===== src/rtl/mem_bus_pkg.sv =====
// mem_bus_pkg: types and constants shared by the memory port arbiter.
//   mem_req_t   - payload presented on the memory bus (we, addr, wdata, be)
//   arb_state_t - arbiter ownership state (IDLE, IF_WAIT, LS_WAIT)
//   BE_ALL      - full-word byte enable used by instruction fetch
//   wd_width()  - watchdog counter width for a given timeout limit (8..32)
// The struct is sized by MEM_ADDR_W/MEM_DATA_W. These are the widest ports
// the arbiter can carry without truncating the bus payload.
package mem_bus_pkg;

  localparam int MEM_ADDR_W = 32;
  localparam int MEM_DATA_W = 32;
  localparam int MEM_BE_W   = MEM_DATA_W / 8;

  localparam logic [MEM_BE_W-1:0] BE_ALL = '1;

  typedef enum logic [1:0] {
    IDLE    = 2'd0,
    IF_WAIT = 2'd1,
    LS_WAIT = 2'd2
  } arb_state_t;

  typedef struct packed {
    logic                  we;
    logic [MEM_ADDR_W-1:0] addr;
    logic [MEM_DATA_W-1:0] wdata;
    logic [MEM_BE_W-1:0]   be;
  } mem_req_t;

  // Counter wide enough to hold the limit, clamped to 8..32 bits.
  function automatic int wd_width(input int limit);
    int w;
    w = $clog2(limit + 1);
    if (w < 8)  w = 8;
    if (w > 32) w = 32;
    return w;
  endfunction

endpackage


===== src/rtl/mem_arb_watchdog.sv =====
// mem_arb_watchdog: response watchdog for the memory port arbiter.
// Ports:
//   clk, rst_n - clock, asynchronous active-low reset
//   clear      - zero the counter (arbiter is entering a WAIT state)
//   enable     - a WAIT cycle without a response; counts this cycle
//   expired    - this enabled cycle brings the count to LIMIT
module mem_arb_watchdog
  import mem_bus_pkg::*;
#(
  parameter int LIMIT = 255
) (
  input  logic clk,
  input  logic rst_n,
  input  logic clear,
  input  logic enable,
  output logic expired
);

  localparam int CW = wd_width(LIMIT);

  logic [CW-1:0] count_reg;

  always_ff @(posedge clk or negedge rst_n) begin
    if (!rst_n) begin
      count_reg <= '0;
    end else if (clear) begin
      count_reg <= '0;
    end else if (enable) begin
      count_reg <= count_reg + 1'b1;
    end
  end

  // Fires in the cycle whose increment would reach LIMIT, so the owner sees
  // its timeout response in exactly the LIMIT-th WAIT cycle.
  assign expired = enable && (count_reg == CW'(LIMIT - 1));

endmodule


===== src/rtl/mem_port_arbiter.sv =====
// mem_port_arbiter: shares one memory bus port between instruction fetch
// (if_*) and the load/store unit (ls_*), one transaction outstanding.
// Ports:
//   clk, rst_n                      - clock, asynchronous active-low reset
//   if_req/if_addr -> if_gnt        - fetch request/grant
//   if_rvalid/if_rdata              - fetch response
//   ls_req/ls_we/ls_addr/ls_wdata/ls_be -> ls_gnt - load/store request/grant
//   ls_rvalid/ls_rdata              - load data or store acknowledge (rdata 0)
//   mem_req/we/addr/wdata/be, mem_gnt, mem_rvalid, mem_rdata - memory bus
//   bus_err                         - timeout marker on a response pulse
//   core_stall                      - core must hold while requests are unanswered
// Optional: define MEM_ARB_TIMEOUT_EN to add a response watchdog of
// TIMEOUT_CYCLES; otherwise bus_err is 0 and WAIT states hold indefinitely.
module mem_port_arbiter
  import mem_bus_pkg::*;
#(
  parameter int ADDR_W         = 32,
  parameter int DATA_W         = 32,
  parameter int TIMEOUT_CYCLES = 255
) (
  input  logic                clk,
  input  logic                rst_n,
  input  logic                if_req,
  input  logic [ADDR_W-1:0]   if_addr,
  output logic                if_gnt,
  output logic                if_rvalid,
  output logic [DATA_W-1:0]   if_rdata,
  input  logic                ls_req,
  input  logic                ls_we,
  input  logic [ADDR_W-1:0]   ls_addr,
  input  logic [DATA_W-1:0]   ls_wdata,
  input  logic [DATA_W/8-1:0] ls_be,
  output logic                ls_gnt,
  output logic                ls_rvalid,
  output logic [DATA_W-1:0]   ls_rdata,
  output logic                mem_req,
  output logic                mem_we,
  output logic [ADDR_W-1:0]   mem_addr,
  output logic [DATA_W-1:0]   mem_wdata,
  output logic [DATA_W/8-1:0] mem_be,
  input  logic                mem_gnt,
  input  logic                mem_rvalid,
  input  logic [DATA_W-1:0]   mem_rdata,
  output logic                bus_err,
  output logic                core_stall
);

  localparam int BE_W = DATA_W / 8;

  arb_state_t state_reg, state_next;
  logic       store_reg, store_next;
  logic       in_wait, arb_point, expired;
  mem_req_t   win;

  assign in_wait   = (state_reg != IDLE);
  // A response frees the port in the same cycle, allowing back-to-back issue.
  assign arb_point = !in_wait || mem_rvalid;

`ifdef MEM_ARB_TIMEOUT_EN
  mem_arb_watchdog #(
    .LIMIT (TIMEOUT_CYCLES)
  ) u_watchdog (
    .clk     (clk),
    .rst_n   (rst_n),
    .clear   (if_gnt || ls_gnt),
    .enable  (in_wait && !mem_rvalid),
    .expired (expired)
  );
`else
  assign expired = 1'b0;
`endif

  always_comb begin
    win        = '0;
    mem_req    = 1'b0;
    if_gnt     = 1'b0;
    ls_gnt     = 1'b0;
    if_rvalid  = 1'b0;
    if_rdata   = '0;
    ls_rvalid  = 1'b0;
    ls_rdata   = '0;
    bus_err    = 1'b0;
    core_stall = 1'b0;
    state_next = state_reg;
    store_next = store_reg;

    // Reset forces every output to 0 even though most are combinational.
    if (rst_n) begin
      if (arb_point) begin
        if (ls_req) begin
          mem_req   = 1'b1;
          win.we    = ls_we;
          win.addr  = MEM_ADDR_W'(ls_addr);
          win.wdata = MEM_DATA_W'(ls_wdata);
          win.be    = MEM_BE_W'(ls_be);
          ls_gnt    = mem_gnt;
        end else if (if_req) begin
          mem_req  = 1'b1;
          win.addr = MEM_ADDR_W'(if_addr);
          win.be   = BE_ALL;
          if_gnt   = mem_gnt;
        end
        if (ls_gnt) begin
          state_next = LS_WAIT;
          store_next = ls_we;
        end else if (if_gnt) begin
          state_next = IF_WAIT;
        end else begin
          state_next = IDLE;
        end
      end else if (expired) begin
        state_next = IDLE;
      end

      // A timeout answers the owner with zero data; a stray rvalid in IDLE
      // matches no case arm and is dropped.
      if (mem_rvalid || expired) begin
        unique case (state_reg)
          IF_WAIT: begin
            if_rvalid = 1'b1;
            if_rdata  = expired ? '0 : mem_rdata;
            bus_err   = expired;
          end
          LS_WAIT: begin
            ls_rvalid = 1'b1;
            ls_rdata  = (expired || store_reg) ? '0 : mem_rdata;
            bus_err   = expired;
          end
          default: ;
        endcase
      end

      core_stall = (if_req && !if_rvalid) || (ls_req && !ls_rvalid) ||
                   (in_wait && !mem_rvalid);
    end
  end

  assign mem_we    = win.we;
  assign mem_addr  = ADDR_W'(win.addr);
  assign mem_wdata = DATA_W'(win.wdata);
  assign mem_be    = BE_W'(win.be);

  always_ff @(posedge clk or negedge rst_n) begin
    if (!rst_n) begin
      state_reg <= IDLE;
      store_reg <= 1'b0;
    end else begin
      state_reg <= state_next;
      store_reg <= store_next;
    end
  end

endmodule


===== config.mk =====
export PLATFORM = sky130hd
export DESIGN_NAME = mem_port_arbiter
export DESIGN_NICKNAME = d
export VERILOG_FILES = /design/src/rtl/mem_bus_pkg.sv /design/src/rtl/mem_arb_watchdog.sv /design/src/rtl/mem_port_arbiter.sv
export SDC_FILE = /design/constraint.sdc
export NUM_CORES = 1
export LEC_CHECK = 0
export CAP_MARGIN = 15
export CORE_AREA = 2 2 109 111
export DETAILED_ROUTE_END_ITERATION = 16
export DIE_AREA = 0 0 111 113
export GPL_TIMING_DRIVEN = 0
export REMOVE_ABC_BUFFERS = 1
export SYNTH_ARGS = -nofsm -noshare
export SYNTH_HDL_FRONTEND = slang
export SYNTH_SLANG_ARGS = --single-unit

===== constraint.sdc =====
create_clock -name clk -period 2.6 [get_ports clk]
set_clock_uncertainty 0.2 [all_clocks]
set_input_delay 0.52 -clock clk [delete_from_list [all_inputs] [get_ports clk]]
set_output_delay 0.52 -clock clk [all_outputs]
set_load 0.005 [all_outputs]

---- Yosys cells after proc, flatten, opt, wreduce, memory -nomap -nowiden ----
Cells that the tools add are included.
cells by class
  eq/ne operators ......................... 2
  reduce and logical (&&, ||, !) cells .... 13
  muxes and demuxes ....................... 41
operators by type and width
  operator              count
  $mux W32              10
  $mux W69              2
  $mux W1               26
  $mux W4               2
  $logic_not A1 Y1      4
  $logic_and A1 B1 Y1   3
  $logic_or A1 B1 Y1    3
  $reduce_and A3 Y1     1
  $eq A2 B1 Y1 const B  1
  $eq A2 B2 Y1 const B  1
  $mux W2               1
  $reduce_and A2 Y1     1
  $reduce_bool A2 Y1    1
storage, ports and cells
  logic and storage cells ................. 58
  register bits ........................... 3
  bits of input ports ..................... 139
  output and inout bits ................... 140

---- Logic depth before layout (Yosys ltp) ----
  word-level depth ........................ 9
  gate-level depth with buffers ........... 5
  mapped depth without buffers ............ 3

---- Worst setup path before layout ----
OpenSTA, ideal clock, no wires.
  kind .................................... input to output
  from .................................... in mem_rvalid
  to ...................................... out mem_addr[11]
  path buffers ............................ 2
  stages .................................. 5
  setup slack ............................. 398 ps
  arrival ................................. 1482 ps
  cells stage by stage .................... o21ba_2 -> and3b_1 -> buf_4 -> buf_2 -> a22o_1
on the way
  cells in the longest elaborated chain, start to end .. 3
RTL lines
  item                line                    RTL
  start, declared     mem_port_arbiter.sv:42  input logic mem_rvalid,
  $logic_or A1 B1 Y1  mem_port_arbiter.sv:57  assign arb_point = !in_wait || mem_rvalid;
  $mux W69            mem_port_arbiter.sv:89  if (arb_point) begin
  $mux W69            mem_port_arbiter.sv:88  if (rst_n) begin
  end, declared       mem_port_arbiter.sv:38  output logic [ADDR_W-1:0] mem_addr,
Every way passes these cells.

---- Worst setup path in the final report ----
  from .................................... reg state_reg[1]
  to ...................................... out mem_wdata[7]
on the way
  cells in the longest elaborated chain, start to end .. 5
RTL lines
  item                    line                     RTL
  start, declared         mem_port_arbiter.sv:50   arb_state_t state_reg, state_next;
  start signal, assigned  mem_port_arbiter.sv:148  state_reg <= state_next;
  $reduce_bool A2 Y1      mem_port_arbiter.sv:55   assign in_wait = (state_reg != IDLE);
  $logic_not A1 Y1        mem_port_arbiter.sv:57
  $logic_or A1 B1 Y1      mem_port_arbiter.sv:57
  $mux W69                mem_port_arbiter.sv:89
  $mux W69                mem_port_arbiter.sv:88
  end, declared           mem_port_arbiter.sv:39   output logic [DATA_W-1:0] mem_wdata,
Every way passes these cells.

==> metrics.txt <==
# TYPE chip_impl_metric gauge
chip_impl_info{name="run_status",value="finished, violations left"} 1
chip_impl_info{name="failed_checks",value="negative setup slack"} 1
chip_impl_metric{name="peakVddDrop",unit="V"} 0.0002677
chip_impl_info{name="tritoncts",value="yes"} 1
chip_impl_metric{name="multi_input_area",unit="sq um"} 1165
chip_impl_metric{name="report.final.slew_viol_count",unit=""} 0
chip_impl_metric{name="synthAdderAreaFrac",unit="%"} 0
chip_impl_info{name="synth.most_common_cell",value="sky130_fd_sc_hd__and2_1"} 1
chip_impl_metric{name="detail_route.first_pass.iterations",unit=""} 4
chip_impl_metric{name="final.setup.worst_slack",unit="ns"} -0.04259
chip_impl_metric{name="worstPathArrival",unit="ns"} 1.92
chip_impl_metric{name="synth-edff-count",unit=""} 0
chip_impl_metric{name="nets",unit=""} 636
chip_impl_metric{name="fraction_of_power_consumed_by_sequential_logic",unit="%"} 6.8
chip_impl_metric{name="post_synth_xor_area_fraction",unit="%"} 0
chip_impl_metric{name="comb_power_share",unit="%"} 67.1
chip_impl_metric{name="cellInternalPower",unit="W"} 0.0006827
chip_impl_metric{name="post_synthesis_share_of_cell_area_spent_on_and_or_nand_and_nor_gates",unit="%"} 55.54
chip_impl_metric{name="n_antenna_cell",unit=""} 0
chip_impl_metric{name="pin_count_of_the_biggest_net_entering_global_routing",unit=""} 23
chip_impl_metric{name="drv_cap",unit=""} 0
chip_impl_metric{name="worst_skew_pair.late_latency",unit="ns"} 0.22
chip_impl_metric{name="power.share.switching",unit="%"} 27.07
chip_impl_metric{name="post_synth_num_cell_types",unit=""} 23
chip_impl_metric{name="floorplan.initialDensity",unit="%"} 11.11
chip_impl_metric{name="detailroute.via_count",unit=""} 2621
chip_impl_metric{name="hold_slack",unit="ns"} 0.3892
chip_impl_metric{name="min_period_over_period",unit="%"} 101.6
chip_impl_metric{name="finalSetupViolCount",unit=""} 10
chip_impl_metric{name="ctsHtreeMaxLevel",unit=""} 1
chip_impl_metric{name="filler_cell_count",unit=""} 1121
chip_impl_metric{name="ios",unit=""} 279
chip_impl_metric{name="power.net_switching",unit="W"} 0.0002534
chip_impl_metric{name="place.detailed.instances",unit=""} 590
chip_impl_metric{name="number_of_hold_violations_in_the_final_report",unit=""} 0
chip_impl_metric{name="average_cell_area_after_synthesis",unit="sq um"} 6.770
chip_impl_metric{name="largest_register_ff_count",unit=""} 2
chip_impl_metric{name="grt_pass1_vias",unit=""} 2696
chip_impl_info{name="rsz0062_at_grt",value="yes"} 1
chip_impl_info{name="worstSetupStartpointType",value="register"} 1
chip_impl_metric{name="place_hpwl",unit="um"} 7425
chip_impl_metric{name="gr-total-overflow",unit=""} 0
chip_impl_metric{name="register_area",unit="sq um"} 76.32
chip_impl_metric{name="timing.hold.worst_path_depth",unit=""} 1
chip_impl_metric{name="crit_fanout",unit=""} 10
chip_impl_metric{name="fmax",unit="MHz"} 378.4
chip_impl_metric{name="layout.core_utilization",unit="%"} 41.90
chip_impl_metric{name="finalPower",unit="W"} 0.0009361
chip_impl_info{name="crit_type",value="reg2out"} 1
chip_impl_metric{name="synthToLayoutAreaGrowth",unit="%"} 277.1
chip_impl_metric{name="synth.cell_area",unit="sq um"} 1252
chip_impl_metric{name="ff2ff_path_depth",unit=""} 6
chip_impl_metric{name="ant_nets",unit=""} 0
chip_impl_metric{name="share_of_cell_area_taken_by_muxes_after_synthesis",unit="%"} 0.8991
chip_impl_metric{name="die-area",unit="sq um"} 12540
chip_impl_metric{name="tritoncts_num_sinks",unit=""} 3
chip_impl_info{name="synth_top_family_by_area",value="simple AND/OR/NAND/NOR gates"} 1
chip_impl_info{name="worstSetupEndpointType",value="output pin"} 1
chip_impl_metric{name="period_minus_slack",unit="ns"} 2.643
chip_impl_info{name="netlist_top_cells_area",value="sky130_fd_sc_hd__and2_1, sky130_fd_sc_hd__a22o_1, sky130_fd_sc_hd__dfrtp_1, sky130_fd_sc_hd__buf_4, sky130_fd_sc_hd__clkbuf_1"} 1
chip_impl_metric{name="clock_power_share",unit="%"} 26.1
chip_impl_metric{name="die_width",unit="um"} 111
chip_impl_metric{name="core.rowCount",unit=""} 39
chip_impl_metric{name="synth-async-reset-ratio",unit="%"} 100.0
chip_impl_info{name="synth_top_area_cell",value="sky130_fd_sc_hd__and2_1"} 1
chip_impl_info{name="root_buffer",value="sky130_fd_sc_hd__clkbuf_16"} 1
chip_impl_info{name="holdCritPathClass",value="reg2reg"} 1
chip_impl_metric{name="grt_first_pass_wirelength",unit="um"} 14640
chip_impl_metric{name="core-area",unit="sq um"} 11270
chip_impl_metric{name="gpl.final_weighted_congestion",unit=""} 0.7969
chip_impl_metric{name="globalRouteTotalUtil",unit="%"} 14.66
chip_impl_info{name="dominantRegCellSynth",value="sky130_fd_sc_hd__dfrtp_1"} 1
chip_impl_metric{name="wl_per_cell",unit="um"} 16.13
chip_impl_metric{name="drc_errors",unit=""} 0
chip_impl_metric{name="number_of_antenna_violations_at_the_first_check_in_global_routing",unit=""} 0
chip_impl_metric{name="syn-instance-count",unit=""} 185
chip_impl_metric{name="power-per-cell-area",unit="nW/um^2"} 198.2
chip_impl_metric{name="path_clk_slew",unit="ns"} 0.03
chip_impl_metric{name="viasPerCell",unit=""} 4.102
chip_impl_metric{name="cp.required",unit="ns"} 1.88
chip_impl_metric{name="yosys_warning_total",unit=""} 0
chip_impl_metric{name="number_of_buffers_inserted_during_clock_tree_synthesis",unit=""} 3
chip_impl_metric{name="post-synth-top-area-fraction",unit="%"} 48.95
chip_impl_metric{name="drive_above_1_share",unit="%"} 19.96
chip_impl_metric{name="post_synthesis_compound_gate_area_fraction",unit="%"} 27.47
chip_impl_metric{name="instances_no_fill",unit=""} 639
chip_impl_metric{name="count_of_input_and_output_buffers",unit=""} 277
chip_impl_metric{name="max-clock-path-buffers",unit=""} 2
chip_impl_metric{name="die_height",unit="um"} 113
chip_impl_metric{name="drt-initial-drc-count",unit=""} 54
chip_impl_metric{name="cellLeakagePower",unit="nW"} 2.652
chip_impl_info{name="commonest_cells_in_the_synthesized_netlist",value="sky130_fd_sc_hd__and2_1, sky130_fd_sc_hd__a22o_1, sky130_fd_sc_hd__clkbuf_1"} 1
chip_impl_metric{name="portion_of_the_post_synthesis_area_used_by_sequential_elements",unit="%"} 5.994
chip_impl_metric{name="dp_worst_setup_slack",unit="ns"} -1.323
chip_impl_metric{name="routed_wl",unit="um"} 10310
chip_impl_metric{name="synth-seq-cells",unit=""} 3
-- worst max-delay path, stage by stage (launching register included) --
cell,delay [ns]
sky130_fd_sc_hd__dfrtp_2,0.40
sky130_fd_sc_hd__o21ba_4,0.26
sky130_fd_sc_hd__and3b_4,0.38
sky130_fd_sc_hd__and2_1,0.15
sky130_fd_sc_hd__clkdlybuf4s50_1,0.50
-- final timing paths --
| kind | startpoint | end | slack [ns] |
|---|---|---|---|
| setup / recovery | state_reg[1] | mem_wdata[7] | -0.04 |
| hold reg to reg | store_reg | store_reg | 0.39 |
| setup reg to reg | state_reg[1] | state_reg[0] | 0.82 |
| hold / removal | store_reg | store_reg | 0.39 |
| min in group asynchronous | rst_n | store_reg | 0.50 |
| max in group asynchronous | rst_n | state_reg[1] | 1.54 |
-- power by group through the flow --
stage | logic [W] | clock network, W | registers [W]
after floorplan | 0.000128 | 0 | 0.0000605
after global placement | 0.000541 | 0 | 0.0000617
after detailed placement | 0.000555 | 0 | 0.0000631
after CTS | 0.000599 | 0.000248 | 0.0000625
after global routing | 0.000671 | 0.000253 | 0.0000637
final | 0.000629 | 0.000244 | 0.0000632
-- repair_timing --
action,4_1_cts,5_1_grt
buffers inserted,27,10
hold buffers,1,0
cloned,5,3
resized for setup,181,70
pin swaps,21,12
hold endpoints to repair,3,0
setup endpoints to repair,139,105
-- final cells by class --
type                            instances  area share, %
Clock buffer                            4          1.669
Multi-Input combinational cell        159          24.66
Tap cell                              143          3.788
Inverter                                7         0.5563
Timing Repair Buffer                  323          67.71
Sequential cell                         3          1.616
-- metal layers --
metal,routed length [um],vias to the layer above,global-route usage [%]
li1,-,1256,-
met1,4010,1183,16.39
met2,5274,173,27.53
met3,921,9,4.285
met4,103,0,3.250
met5,0,-,0
-- logic make-up (layout without fill, tap and decap cells) --
logic type      after synthesis  count (layout)
other cells                   1               1
simple gates                113             116
buf+inv                      26             334
flops                         3               3
mux                           1               1
compound gates               41              41
-- layout by cell type (no fill, tap or decap), types with 2 or more instances in the layout --
cell,netlist,final
sky130_fd_sc_hd__clkdlybuf4s50_1,0,182
sky130_fd_sc_hd__and2_1,98,96
sky130_fd_sc_hd__a22o_1,33,33
sky130_fd_sc_hd__dlymetal6s2s_1,0,33
sky130_fd_sc_hd__dlygate4sd2_1,0,25
sky130_fd_sc_hd__buf_2,5,24
sky130_fd_sc_hd__buf_4,5,21
sky130_fd_sc_hd__buf_6,0,15
sky130_fd_sc_hd__buf_8,0,8
sky130_fd_sc_hd__inv_1,7,7
sky130_fd_sc_hd__clkbuf_2,0,7
sky130_fd_sc_hd__and3b_4,0,4
sky130_fd_sc_hd__a21oi_1,4,4
sky130_fd_sc_hd__clkbuf_16,0,4
sky130_fd_sc_hd__buf_12,0,3
sky130_fd_sc_hd__and2_4,0,2
sky130_fd_sc_hd__nor2_1,3,2
sky130_fd_sc_hd__nor3_4,0,2
sky130_fd_sc_hd__nand2_1,3,2
sky130_fd_sc_hd__clkdlybuf4s15_1,0,2
sky130_fd_sc_hd__dfrtp_1,3,2
-- per-stage QoR --
step	setup TNS [ns]	area [sq um]
finish	-0.2978	4723
global placement	-357.11	4108
CTS	-3.136	4457
detailed placement	-152.74	4187
global route	-3.760	4723
floorplan	-66.75	1156
(Power assumes the default switching activity.)
